## src/rtl/fetch_pc_if.sv

```systemverilog
// Fetch-sequencer bus: start/done handshake, redirect requests and ROM address.
// FETCH_PC_CYCLE_CNT_EN adds the cycle_count signal.
interface fetch_pc_if #(
    parameter int unsigned A     = 10,
    parameter int unsigned OFF_W = 6
);
    logic             start;
    logic             stall;
    logic             jump_en;
    logic [A-1:0]     jump_target;
    logic             branch_en;
    logic [OFF_W-1:0] branch_offset;
    logic             halt;
    logic [A-1:0]     inst_addr;
    logic             running;
    logic             done;
`ifdef FETCH_PC_CYCLE_CNT_EN
    logic [15:0]      cycle_count;
`endif

    modport master (
        output start, stall, jump_en, jump_target, branch_en, branch_offset, halt,
`ifdef FETCH_PC_CYCLE_CNT_EN
        input  cycle_count,
`endif
        input  inst_addr, running, done
    );

    modport slave (
        input  start, stall, jump_en, jump_target, branch_en, branch_offset, halt,
`ifdef FETCH_PC_CYCLE_CNT_EN
        output cycle_count,
`endif
        output inst_addr, running, done
    );
endinterface

```

## src/rtl/fetch_pc.sv

```systemverilog
// Program counter / fetch sequencer driving the combinational instruction ROM.
// Optional FETCH_PC_CYCLE_CNT_EN adds a saturating 16-bit RUN-cycle counter.
module fetch_pc #(
    parameter int unsigned A          = 10,
    parameter int unsigned OFF_W      = 6,
    parameter int unsigned START_ADDR = 0
) (
    input  logic        clk,
    input  logic        rst_n,
    fetch_pc_if.slave   bus
);
    typedef enum logic [1:0] {
        IDLE   = 2'd0,
        RUN    = 2'd1,
        HALT   = 2'd2,
        UNUSED = 2'd3
    } state_t;

    state_t       state, state_next;
    logic [A-1:0] pc, pc_next;
    logic [A-1:0] offset_ext;
    logic         launch;

    assign offset_ext = {{(A-OFF_W){bus.branch_offset[OFF_W-1]}}, bus.branch_offset};
    assign launch     = (state == IDLE || state == HALT) && bus.start;

    always_ff @(posedge clk or negedge rst_n) begin
        if (!rst_n) begin
            state <= IDLE;
            pc    <= '0;
        end else begin
            state <= state_next;
            pc    <= pc_next;
        end
    end

    always_comb begin
        state_next = state;
        case (state)
            IDLE:    if (bus.start) state_next = RUN;
            RUN:     if (bus.halt)  state_next = HALT;
            HALT:    if (bus.start) state_next = RUN;
            default: state_next = IDLE;
        endcase
    end

    // Next PC: halt and stall both hold; jump beats branch beats sequential.
    always_comb begin
        pc_next = pc;
        if (launch) begin
            pc_next = A'(START_ADDR);
        end else if (state == RUN) begin
            if (bus.halt || bus.stall) pc_next = pc;
            else if (bus.jump_en)      pc_next = bus.jump_target;
            else if (bus.branch_en)    pc_next = pc + offset_ext;
            else                       pc_next = pc + 1'b1;
        end
    end

    assign bus.inst_addr = pc;
    assign bus.running   = (state == RUN);
    assign bus.done      = (state == HALT);

`ifdef FETCH_PC_CYCLE_CNT_EN
    logic [15:0] cnt;

    always_ff @(posedge clk or negedge rst_n) begin
        if (!rst_n)                           cnt <= '0;
        else if (launch)                      cnt <= '0;
        else if (state == RUN && cnt != '1)   cnt <= cnt + 16'd1;
    end

    assign bus.cycle_count = cnt;
`endif
endmodule

```

## src/flat_wrapper.sv

```systemverilog
// flat-port wrapper written by rule: the top's interface ports become plain ports
module fetch_pc_flat 
#(
    parameter int unsigned A          = 10,
    parameter int unsigned OFF_W      = 6,
    parameter int unsigned START_ADDR = 0
)
  (clk, rst_n, bus_start, bus_stall, bus_jump_en, bus_jump_target, bus_branch_en, bus_branch_offset, bus_halt, bus_inst_addr, bus_running, bus_done);
  fetch_pc_if #(.A(A), .OFF_W(OFF_W)) bus_i ();
  input  logic clk;
  input  logic rst_n;
  input wire logic [$bits(bus_i.start)-1:0] bus_start;
  input wire logic [$bits(bus_i.stall)-1:0] bus_stall;
  input wire logic [$bits(bus_i.jump_en)-1:0] bus_jump_en;
  input wire logic [$bits(bus_i.jump_target)-1:0] bus_jump_target;
  input wire logic [$bits(bus_i.branch_en)-1:0] bus_branch_en;
  input wire logic [$bits(bus_i.branch_offset)-1:0] bus_branch_offset;
  input wire logic [$bits(bus_i.halt)-1:0] bus_halt;
  output wire logic [$bits(bus_i.inst_addr)-1:0] bus_inst_addr;
  output wire logic [$bits(bus_i.running)-1:0] bus_running;
  output wire logic [$bits(bus_i.done)-1:0] bus_done;
  assign bus_i.start = bus_start;
  assign bus_i.stall = bus_stall;
  assign bus_i.jump_en = bus_jump_en;
  assign bus_i.jump_target = bus_jump_target;
  assign bus_i.branch_en = bus_branch_en;
  assign bus_i.branch_offset = bus_branch_offset;
  assign bus_i.halt = bus_halt;
  assign bus_inst_addr = bus_i.inst_addr;
  assign bus_running = bus_i.running;
  assign bus_done = bus_i.done;
  fetch_pc #(.A(A), .OFF_W(OFF_W), .START_ADDR(START_ADDR)) u_core (.clk(clk), .rst_n(rst_n), .bus(bus_i));
endmodule
```

## config.mk

```make
export PLATFORM = sky130hd
export DESIGN_NAME = fetch_pc_flat
export DESIGN_NICKNAME = d
export VERILOG_FILES = /design/src/rtl/fetch_pc_if.sv /design/src/rtl/fetch_pc.sv /design/src/flat_wrapper.sv
export SDC_FILE = /design/constraint.sdc
export NUM_CORES = 1
export LEC_CHECK = 0
export ABC_AREA = 1
export BUFFER_PORTS_ARGS = -buffer_cell sky130_fd_sc_hd__buf_2
export CORE_MARGIN = 2
export CORE_UTILIZATION = 45
export CTS_CLUSTER_DIAMETER = 80
export DETAILED_ROUTE_END_ITERATION = 8
export GPL_TIMING_DRIVEN = 0
export PLACE_DENSITY_LB_ADDON = 0.12
export SLEW_MARGIN = 20
export SYNTH_ARGS = -nofsm -noshare
export SYNTH_HDL_FRONTEND = slang
export SYNTH_SLANG_ARGS = --single-unit
```

## constraint.sdc

```tcl
create_clock -name clk -period 2.1 [get_ports clk]
set_clock_uncertainty 0.15 [all_clocks]
set_input_delay 0.21 -clock clk [delete_from_list [all_inputs] [get_ports clk]]
set_output_delay 0.21 -clock clk [all_outputs]
set_load 0.1 [all_outputs]
```

==> flow_metrics.tcl, run 1 <==
set metrics [dict create \
    yosysTopAreaCellShare 0.279 \
    grt_use_total 0.215 \
    drive_gt1_frac 0.302 \
    ys.flop_type "dfrtp_1" \
    finalNetCount 229 \
    cts_tree "yes" \
    overflow 0 \
    dp_cells 222 \
    grt_pass1_wl_um 4490 \
    p_leak_nw 0.802 \
    htree_num_levels 1 \
    outcome "complete, no violations" \
    synth.distinct_cells 26 \
    vias_per_cell 5.00 \
    clock-sinks 12 \
    tightest_slew_ns 0.495 \
    final_core_util 0.600 \
    post-route-period-util 0.928 \
    antenna_found_initial 0 \
    drc 0 \
    cts_buffer_depth 2 \
    syn_to_final_growth_pct 24.4 \
    power_density_nw_per_um2 862 \
    syn_area_per_cell_sq_um 6.65 \
    drt_iter0_drc 15 \
    cp_slowest_stage_delay_ns 0.50 \
    worstSetupPathType "reg -> reg" \
    final_hold_viol_count 0 \
    drtAntennaViolNets 0 \
    cts_root_buffer "clkbuf_4" \
    die_w_um 52.9 \
    worst_setup_path_start_kind "register" \
    hold_path.class "in -> reg" \
    ys_seq_elements 12 \
    slew_viol_final 0 \
    wirelength_um 2610 \
    grt_pass1_vias 1067 \
    fin_cells 227 \
    design.die.area_sq_um 2800 \
    slew_headroom 0.673 \
    rows 17 \
    async_flop_share 1.00 \
    cp_common_cell "nand2_1" \
    fp.dieH_um 52.9 \
    first_pass_iters 4 \
    ios 35 \
    slowest_stage "dfrtp_4" \
    endpoint_kind "register" \
    layout_min_cycle_time_ns 1.95 \
    yosysMostFrequentCell "nand2_1" \
    arrival_ns 1.96 \
    seq_area_frac_synth 0.279 \
    synth_edf_count 0 \
    worstPathMaxFanout 3 \
    worst_slack_ns 0.152 \
    initial_core_util 0.482 \
    syn_nets 191 \
    yosys.area.top_type "dfrtp_1" \
    num_vias 1135 \
    clk_latency_ns 0.29 \
    crit_chain "ha_4, fa_2, nand3_1, nand2_2, nand3b_1, nand2_1, nand2_1, nand3_1, nand2_1, o21ai_0" \
    netlist_top_cells_count "nand2_1 (46), inv_1 (22), nor2_1 (21)" \
    syn_area_sq_um 1080 \
    antenna_cells 0 \
    path_clk_slew_ns 0.09 \
    core_area_sq_um 2230 \
    fmax_mhz 513 \
    ir_drop_mv 0.695 \
    tns_ns 0 \
    cts_buffers 3 \
    cap_violations 0 \
    setup_violations 0 \
    ys_warn_count 0 \
    synth_cells 162 \
    post_cts_buffers 0 \
    pre_cts_slack_ns 0.00248 \
    gp_congestion 0.821 \
    grt_max_degree 13 \
    rsz0062_at_grt "no" \
    synth.area.top_cells "dfrtp_1 (28%), nand2_1 (16%), inv_1 (7.7%)" \
    io_buffers 32 \
    hpwl_um 2060 \
    crit_required_ns 2.12 \
    post_drt_wl_per_cell_um 11.5 \
]
[flip-flops by register name (all words and copies together), names as in the netlist]
register / flops
u_core.bus.inst_addr: 10
u_core.state: 2
[critical path: cells and delay by family (launching register included)]
| kind | cells | cell delay (ns) |
|---|---|---|
| simple gates | 7 | 0.55 |
| fa+ha+maj | 2 | 0.54 |
| flops | 1 | 0.50 |
| compound gates | 1 | 0.08 |
[final timing paths]
kind	startpoint	to	slack (ns)	cells past startpoint
setup / recovery	u_core.bus.inst_addr[0]$_DFFE_PN0P_	u_core.bus.inst_addr[6]$_DFFE_PN0P_	0.15	10
hold / removal	bus_halt	u_core.state[1]$_DFFE_PN0P_	0.01	2
setup reg to reg	u_core.bus.inst_addr[0]$_DFFE_PN0P_	u_core.bus.inst_addr[6]$_DFFE_PN0P_	0.15	10
hold reg to reg	u_core.bus.inst_addr[4]$_DFFE_PN0P_	u_core.bus.inst_addr[4]$_DFFE_PN0P_	0.37	2
max in group asynchronous	rst_n	u_core.bus.inst_addr[4]$_DFFE_PN0P_	1.37	2
min in group asynchronous	rst_n	u_core.state[1]$_DFFE_PN0P_	0.18	2
[final cells by class]
type,instances,area [sq um]
fill,229,893
multi-input combinational,123,684
sequential,12,309
timing repair buffer,33,170
inverter,23,86.3
tap,28,35.0
buffer,4,28.8
clock buffer,4,26.3
[report_power, final]
part | total (W) | switching, W | internal [W]
Combinational | 0.000671 | 0.000511 | 0.000160
Clock | 0.000163 | 0.0000894 | 0.0000739
Sequential | 0.000322 | 0.0000443 | 0.000277
Total | 0.00116 | 0.000644 | 0.000511
[repair_timing]
action	in CTS	in global routing
setup endpoints to repair	1	2
hold buffers	1	0
gates resized for setup	1	3
endpoints found under the hold margin	12	0
pin swaps	0	0
[placed cells by master, fill, tap and decap left out, types with 4 or more instances in the layout]
| master | synthesis | routed |
|---|---|---|
| dfrtp_1 | 12 | 7 |
| nor2_1 | 21 | 19 |
| nand2_1 | 46 | 45 |
| o21ai_0 | 6 | 6 |
| nand3_1 | 16 | 16 |
| a21oi_1 | 4 | 4 |
| dfrtp_2 | 0 | 4 |
| ha_1 | 5 | 4 |
| inv_1 | 22 | 22 |
| nand2_2 | 5 | 6 |
| buf_2 | 2 | 34 |
[stage by stage]
step                      hold slack (ns)  area, sq um  power, W
after floorplan                    -0.236         1090  0.000861
after global placement            -0.0417         1290  0.000975
after detailed placement          -0.0378         1290  0.000984
after CTS                          0.0103         1330   0.00115
after global routing               0.0189         1340   0.00123
final                              0.0127         1340   0.00116
[logic make-up (layout without fill, tap and decap cells)]
| group | after synthesis | count (layout) | share of synthesized area |
|---|---|---|---|
| XOR/XNOR | 4 | 4 | 0.0325 |
| flip-flops | 12 | 12 | 0.279 |
| buffers and inverters | 27 | 64 | 0.107 |
| AND/OR/NAND/NOR | 96 | 96 | 0.393 |
| adder cells (fa/ha/maj) | 6 | 6 | 0.0767 |
| AO/OA/AOI/OAI | 14 | 14 | 0.0848 |
| multiplexers | 3 | 3 | 0.0279 |
[per-layer routing]
layer  global-route usage  wire, um
met5                    0         0
met4               0.0513        25
met3               0.0169        96
met2                0.400      1350
met1                0.266      1140
Power figures use the tool's default switching activity.
==> run 2: changes to the inputs <==
--- a/config.mk
+++ b/config.mk
@@ -5,7 +5,6 @@
 export SDC_FILE = /design/constraint.sdc
 export NUM_CORES = 1
 export LEC_CHECK = 0
-export ABC_AREA = 1
 export BUFFER_PORTS_ARGS = -buffer_cell sky130_fd_sc_hd__buf_2
 export CORE_MARGIN = 2
 export CORE_UTILIZATION = 45
@@ -17,3 +16,4 @@
 export SYNTH_ARGS = -nofsm -noshare
 export SYNTH_HDL_FRONTEND = slang
 export SYNTH_SLANG_ARGS = --single-unit
+export TNS_END_PERCENT = 1
==> run 2 against run 1 <==
The run now ends with setup timing left. Cell area fell by 5.0%. Cell count decreased by 23%. Wire length down 3.3%. Die area shrank 9.6%. Global-route usage up 0.41 points.
==> flow_metrics.tcl, run 2 <==
set metrics [dict create \
    outcome "complete, but fails checks" \
    violations "setup timing" \
    finalNetCount 178 \
    drtAntennaViolNets 0 \
    cap_violations 0 \
    muxShareOfSynthArea 0.0415 \
    worstPathMaxFanout 3 \
    final_cell_mix "buf_2 (34), nand3_1 (8), nand2_1 (7), dfrtp_1 (7), o21ai_0 (6)" \
    overflow 0 \
    worst_setup_path_start_kind "register" \
    path_clk_slew_ns 0.09 \
    post-route-period-util 1.05 \
    cts_buffer_depth 2 \
    die_w_um 50.3 \
    synth_cells 107 \
    seq_area_frac_synth 0.311 \
    netlist_top_cells_count "dfrtp_1 (12), nand3_1 (8), nand2_1 (7), o21ai_0 (7), and2_1 (6)" \
    num_vias 1003 \
    yosys.area_share.xor_xnor 0.0363 \
    worst_slack_ns -0.0984 \
    syn_nets 136 \
    cp_slowest_stage_delay_ns 0.50 \
    synth.distinct_cells 37 \
    async_flop_share 1.00 \
    yosysMostFrequentCell "dfrtp_1" \
    io_buffers 34 \
    synth_edf_count 0 \
    fmax_mhz 455 \
    p_leak_nw 0.616 \
    cp.buffers_inverters 0 \
    crit_required_ns 2.17 \
    syn_area_per_cell_sq_um 9.03 \
    htree_num_levels 1 \
    antenna_found_initial 0 \
    antenna_cells 0 \
    ys_warn_count 0 \
    core_area_sq_um 2000 \
    arrival_ns 2.27 \
    crit_chain "ha_4, fa_2, a211oi_2, o21bai_2, mux2i_1, or4_1, nand3_1" \
    synthSimpleGateAreaFrac 0.272 \
    grt_pass1_wl_um 4240 \
    synth_top_family_by_area "simple AND/OR/NAND/NOR gates" \
    setup_violations 3 \
    grt_pass1_vias 971 \
    tns_ns -0.214 \
    vias_per_cell 5.73 \
    syn_to_final_growth_pct 31.7 \
    rsz0062_at_grt "yes" \
    clock-sinks 12 \
    drt_iter0_drc 18 \
    cts_root_buffer "clkbuf_4" \
    final_core_util 0.636 \
    post_drt_wl_per_cell_um 14.4 \
    worstSetupPathType "reg -> reg" \
    slew_headroom 0.342 \
    power_density_nw_per_um2 870 \
    initial_core_util 0.482 \
    slew_viol_final 0 \
    fp.dieH_um 50.3 \
    synth-compound-area-share 0.219 \
    syn_area_sq_um 966 \
    drive_gt1_frac 0.365 \
    cts_buffers 3 \
    grt_max_degree 13 \
    synth.area.top_cells "dfrtp_1 (31%), ha_1 (6.5%), a32oi_1 (4.5%)" \
    grt_use_total 0.219 \
    first_pass_iters 4 \
    clk_latency_ns 0.28 \
    hpwl_um 1850 \
    layout_min_cycle_time_ns 2.20 \
    yosys.area.top_type "dfrtp_1" \
    hold_path.class "in -> reg" \
    synthAdderAreaFrac 0.0855 \
    gp_congestion 0.832 \
    ys_seq_elements 12 \
    final_common_cell "buf_2" \
    nFillCells 182 \
    ir_drop_mv 0.645 \
    drc 0 \
    cts_tree "yes" \
    ios 35 \
    design.die.area_sq_um 2530 \
    yosysTopAreaCellShare 0.311 \
    ys.flop_type "dfrtp_1" \
    final_hold_viol_count 0 \
    endpoint_kind "register" \
    crit_family "adder cells" \
    wirelength_um 2520 \
    tightest_slew_ns 0.979 \
    rows 16 \
    slowest_stage "dfrtp_4" \
    largest_register_ff_count 10 \
]
-- run 2: kinds of logic (layout without fill, tap and decap cells) --
| family | count (synthesis) | in the layout |
|---|---|---|
| AOI/OAI and AO/OA | 30 | 30 |
| xor gates and xnor gates | 4 | 4 |
| adders and majority gates | 6 | 6 |
| buffers and inverters | 7 | 48 |
| DFF | 12 | 12 |
| muxes | 4 | 4 |
| and+or+nand+nor | 44 | 44 |
-- run 2: per-layer routing --
| layer | wire length (um) | vias to the layer above | track usage |
|---|---|---|---|
| met5 | 0 | - | 0 |
| met4 | 35 | 0 | 0.0856 |
| met1 | 1140 | 470 | 0.286 |
| met2 | 1230 | 30 | 0.355 |
| li1 | - | 498 | - |
| met3 | 120 | 5 | 0.0446 |
-- run 2: final timing paths --
kind,startpoint,to,slack (ns),depth (start not counted)
worst max register to register,u_core.bus.inst_addr[0]$_DFFE_PN0P_,u_core.bus.inst_addr[6]$_DFFE_PN0P_,-0.1,7
worst min-delay path,bus_jump_target[8],u_core.bus.inst_addr[8]$_DFFE_PN0P_,0.04,3
max in group asynchronous,rst_n,u_core.bus.inst_addr[0]$_DFFE_PN0P_,1.36,2
worst min register to register,u_core.bus.inst_addr[2]$_DFFE_PN0P_,u_core.bus.inst_addr[2]$_DFFE_PN0P_,0.37,2
worst max-delay path,u_core.bus.inst_addr[0]$_DFFE_PN0P_,u_core.bus.inst_addr[6]$_DFFE_PN0P_,-0.1,7
min in group asynchronous,rst_n,u_core.bus.inst_addr[6]$_DFFE_PN0P_,0.18,2
-- run 2: through the flow --
step | setup WS [ns] | power [W] | cells | cell area, sq um | hold WS, ns
after floorplan | -0.215 | 0.000787 | 107 | 995 | -0.236
after global placement | -0.115 | 0.000890 | 168 | 1200 | -0.0315
after detailed placement | -0.143 | 0.000904 | 168 | 1200 | -0.0345
after CTS | -0.133 | 0.00111 | 175 | 1270 | 0.0358
after global routing | -0.224 | 0.00117 | 175 | 1270 | 0.0463
final | -0.0984 | 0.00111 | 175 | 1270 | 0.0354
-- run 2: layout make-up --
cell class	instances	area [sq um]	area share
Tap cell	27	33.8	0.0265
Sequential cell	12	309	0.243
Clock buffer	4	36.3	0.0285
Multi-Input combinational cell	88	662	0.520
Buffer	5	26.3	0.0206
Inverter	2	7.51	0.00590
Timing Repair Buffer	37	198	0.155
-- run 2: timing repair --
action / CTS / global route
hold buffers: 2 / 0
pin swaps: 2 / 3
gates resized for setup: 1 / 3
setup endpoints to repair: 3 / 5
setup buffers: 1 / 0
cloned: 0 / 0
endpoints found under the hold margin: 13 / 0
-- run 2: power by group --
group,internal [W],switching (W),total [W],leakage (nW)
Clock,0.000106,0.0000917,0.000197,0.0210
Combinational,0.000150,0.000444,0.000594,0.442
Sequential,0.000274,0.0000416,0.000315,0.153
Total,0.000529,0.000577,0.00111,0.616
-- run 2: tightest hold or removal path: cells and delay by family --
family / cells / cell delay, ns
and+or+nand+nor: 1 / 0.08
buffers and inverters: 1 / 0.07
AOI/OAI and AO/OA: 1 / 0.07
==> run 3: changes to the inputs <==
--- a/config.mk
+++ b/config.mk
@@ -5,6 +5,7 @@
 export SDC_FILE = /design/constraint.sdc
 export NUM_CORES = 1
 export LEC_CHECK = 0
+export ABC_AREA = 1
 export BUFFER_PORTS_ARGS = -buffer_cell sky130_fd_sc_hd__buf_2
 export CORE_MARGIN = 2
 export CORE_UTILIZATION = 45
==> run 3 against run 2 <==
Utilization decreased by 4.0 points. Register-to-register slack better by 0.26 ns. Combinational power is 11% higher. Via count increased by 13%. Wire length rose by 5.1%. Non-clock buffer count decreased by 5. Setup slack improved by 0.26 ns. Cell count up 30%. Critical endpoint unchanged. The flow now finishes without violations. Global-route usage fell by 0.37 points. Die area up 11%. Hold slack worse by 0.0074 ns.
==> flow_metrics.tcl, run 3 (synthesis results as in run 1) <==
set metrics [dict create \
    p_clk_frac 0.169 \
    tightest_slew_ns 0.493 \
    cp_common_cell "nand2_1" \
    post-route-period-util 0.925 \
    grt_max_degree 13 \
    rows 17 \
    p_seq_frac 0.270 \
    crit_chain "ha_1, fa_2, nand3_1, nand2_1, nand3b_1, nand2_1, nand2_1, nand3_1, nand2_1, o21ai_0" \
    post_drt_wl_per_cell_um 11.7 \
    crit_required_ns 2.12 \
    largest_register_ff_count 10 \
    cts_tree "yes" \
    layout_min_cycle_time_ns 1.94 \
    r2r_cells 10 \
    worstSetupPathType "reg -> reg" \
    slowest_stage "dfrtp_2" \
    post_cts_buffers 0 \
    grt_pass1_wl_um 4460 \
    worstPathMaxFanout 3 \
    rsz0062_at_grt "no" \
    crit_family "adder cells" \
    fmax_mhz 515 \
    ios 35 \
    cp.depth 10 \
    drc 0 \
    clk_latency_ns 0.28 \
    first_pass_iters 4 \
    antenna_found_initial 0 \
    slew_headroom 0.674 \
    cp.buffers_inverters 0 \
    outcome "complete, no violations" \
    tns_ns 0 \
    final_cell_mix "nand2_1 (46), buf_2 (34), inv_1 (22)" \
    grt_use_total 0.215 \
    combPwrFrac 0.560 \
    arrival_ns 1.97 \
    overflow 0 \
    cts_buffer_depth 2 \
    path_clk_slew_ns 0.09 \
    num_vias 1133 \
    cts_root_buffer "clkbuf_4" \
    die_w_um 52.9 \
    fp.dieH_um 52.9 \
    worstHoldStart "bus_halt" \
    reg2reg_from "u_core.bus.inst_addr[0]$_DFFE_PN0P_" \
    wirelength_um 2650 \
    slew_viol_final 0 \
    drive_gt1_frac 0.291 \
    finalNetCount 229 \
    setup_violations 0 \
    p_int_w 0.000533 \
    worst_setup_path_start_kind "register" \
    cap_violations 0 \
    cp_slowest_stage_delay_ns 0.42 \
    initial_core_util 0.482 \
    gp_congestion 0.892 \
    antenna_cells 0 \
    design.die.area_sq_um 2800 \
    drtAntennaViolNets 0 \
    holdPathStages 2 \
    final_hold_viol_count 0 \
    final_core_util 0.596 \
    syn_to_final_growth_pct 23.5 \
    drt_iter0_drc 28 \
    startpoint "u_core.bus.inst_addr[0]$_DFFE_PN0P_" \
    final_common_cell "nand2_1" \
    p_leak_nw 0.808 \
    power_density_nw_per_um2 886 \
    htree_num_levels 1 \
    ir_drop_mv 0.759 \
    core_area_sq_um 2230 \
    io_buffers 32 \
    cts_buffers 3 \
    vias_per_cell 4.99 \
    switching_share 0.548 \
    clock-sinks 12 \
    hpwl_um 2070 \
    endpoint_kind "register" \
    switching_power_w 0.000646 \
    hold_path.class "in -> reg" \
    grt_pass1_vias 1094 \
]
-- run 3: cell count changes in the layout (fill, tap and decap cells not counted), moves of 4 or more --
cell / delta
a32oi_1: -5
and2_1: -5
clkbuf_1: -4
inv_1: +20
nand2_1: +39
nand2_2: +5
nand3_1: +8
nor2_1: +17
-- run 3: timing repair --
| item | 4_1_cts | 5_1_grt |
|---|---|---|
| hold buffers | 1 | 0 |
| resized for setup | 0 | 1 |
| endpoints found under the hold margin | 12 | 0 |
| setup endpoints to repair | 0 | 1 |
-- run 3: cell type report --
| type | count | area, sq um |
|---|---|---|
| plain buffers | 4 | 28.8 |
| flip-flops and latches | 12 | 307 |
| repair buffers | 33 | 170 |
| inverters | 23 | 86.3 |
| clock buffers | 4 | 36.3 |
| well taps | 28 | 35.0 |
| multi-input cells | 123 | 667 |
| fillers | 222 | 903 |
-- run 3: worst reg2reg max path, delay by kind of cell, from the launching register on --
family,cells,cell delay (ns)
adders and majority gates,2,0.62
and+or+nand+nor,7,0.58
DFF,1,0.42
AOI/OAI and AO/OA,1,0.07
-- run 3: stage by stage --
step                hold slack, ns  area (sq um)  power [W]  cells  setup slack [ns]
detailed placement         -0.0399          1280   0.000981    222            0.0791
finish                      0.0280          1330    0.00118    227             0.157
floorplan                   -0.236          1090   0.000857    162           -0.0902
global route                0.0514          1330    0.00124    227            0.0123
global placement           -0.0409          1280   0.000969    222            0.0824
CTS                         0.0299          1330    0.00118    227            0.0943
-- run 3: worst paths after layout --
path / end / slack (ns)
worst max register to register: u_core.bus.inst_addr[6]$_DFFE_PN0P_ / 0.16
worst max-delay path: u_core.bus.inst_addr[6]$_DFFE_PN0P_ / 0.16
worst min-delay path: u_core.state[1]$_DFFE_PN0P_ / 0.03
min in group asynchronous: u_core.bus.inst_addr[6]$_DFFE_PN0P_ / 0.18
worst min register to register: u_core.bus.inst_addr[0]$_DFFE_PN0P_ / 0.37
max in group asynchronous: u_core.bus.inst_addr[3]$_DFFE_PN0P_ / 1.38
-- run 3: metal layers --
layer | part of all wire | up-vias | global-route usage
met4 | 0 | 0 | 0.0299
met3 | 0.037 | 0 | 0.0339
li1 | - | 588 | -
met2 | 0.50 | 25 | 0.396
met5 | 0 | - | 0
met1 | 0.47 | 520 | 0.268
-- run 3: power by group through the flow --
stage,registers [W],logic (W),clock network [W]
floorplan,0.000561,0.000295,0
global placement,0.000320,0.000649,0
detailed placement,0.000323,0.000659,0
CTS,0.000317,0.000662,0.000199
global route,0.000325,0.000714,0.000205
finish,0.000319,0.000661,0.000200
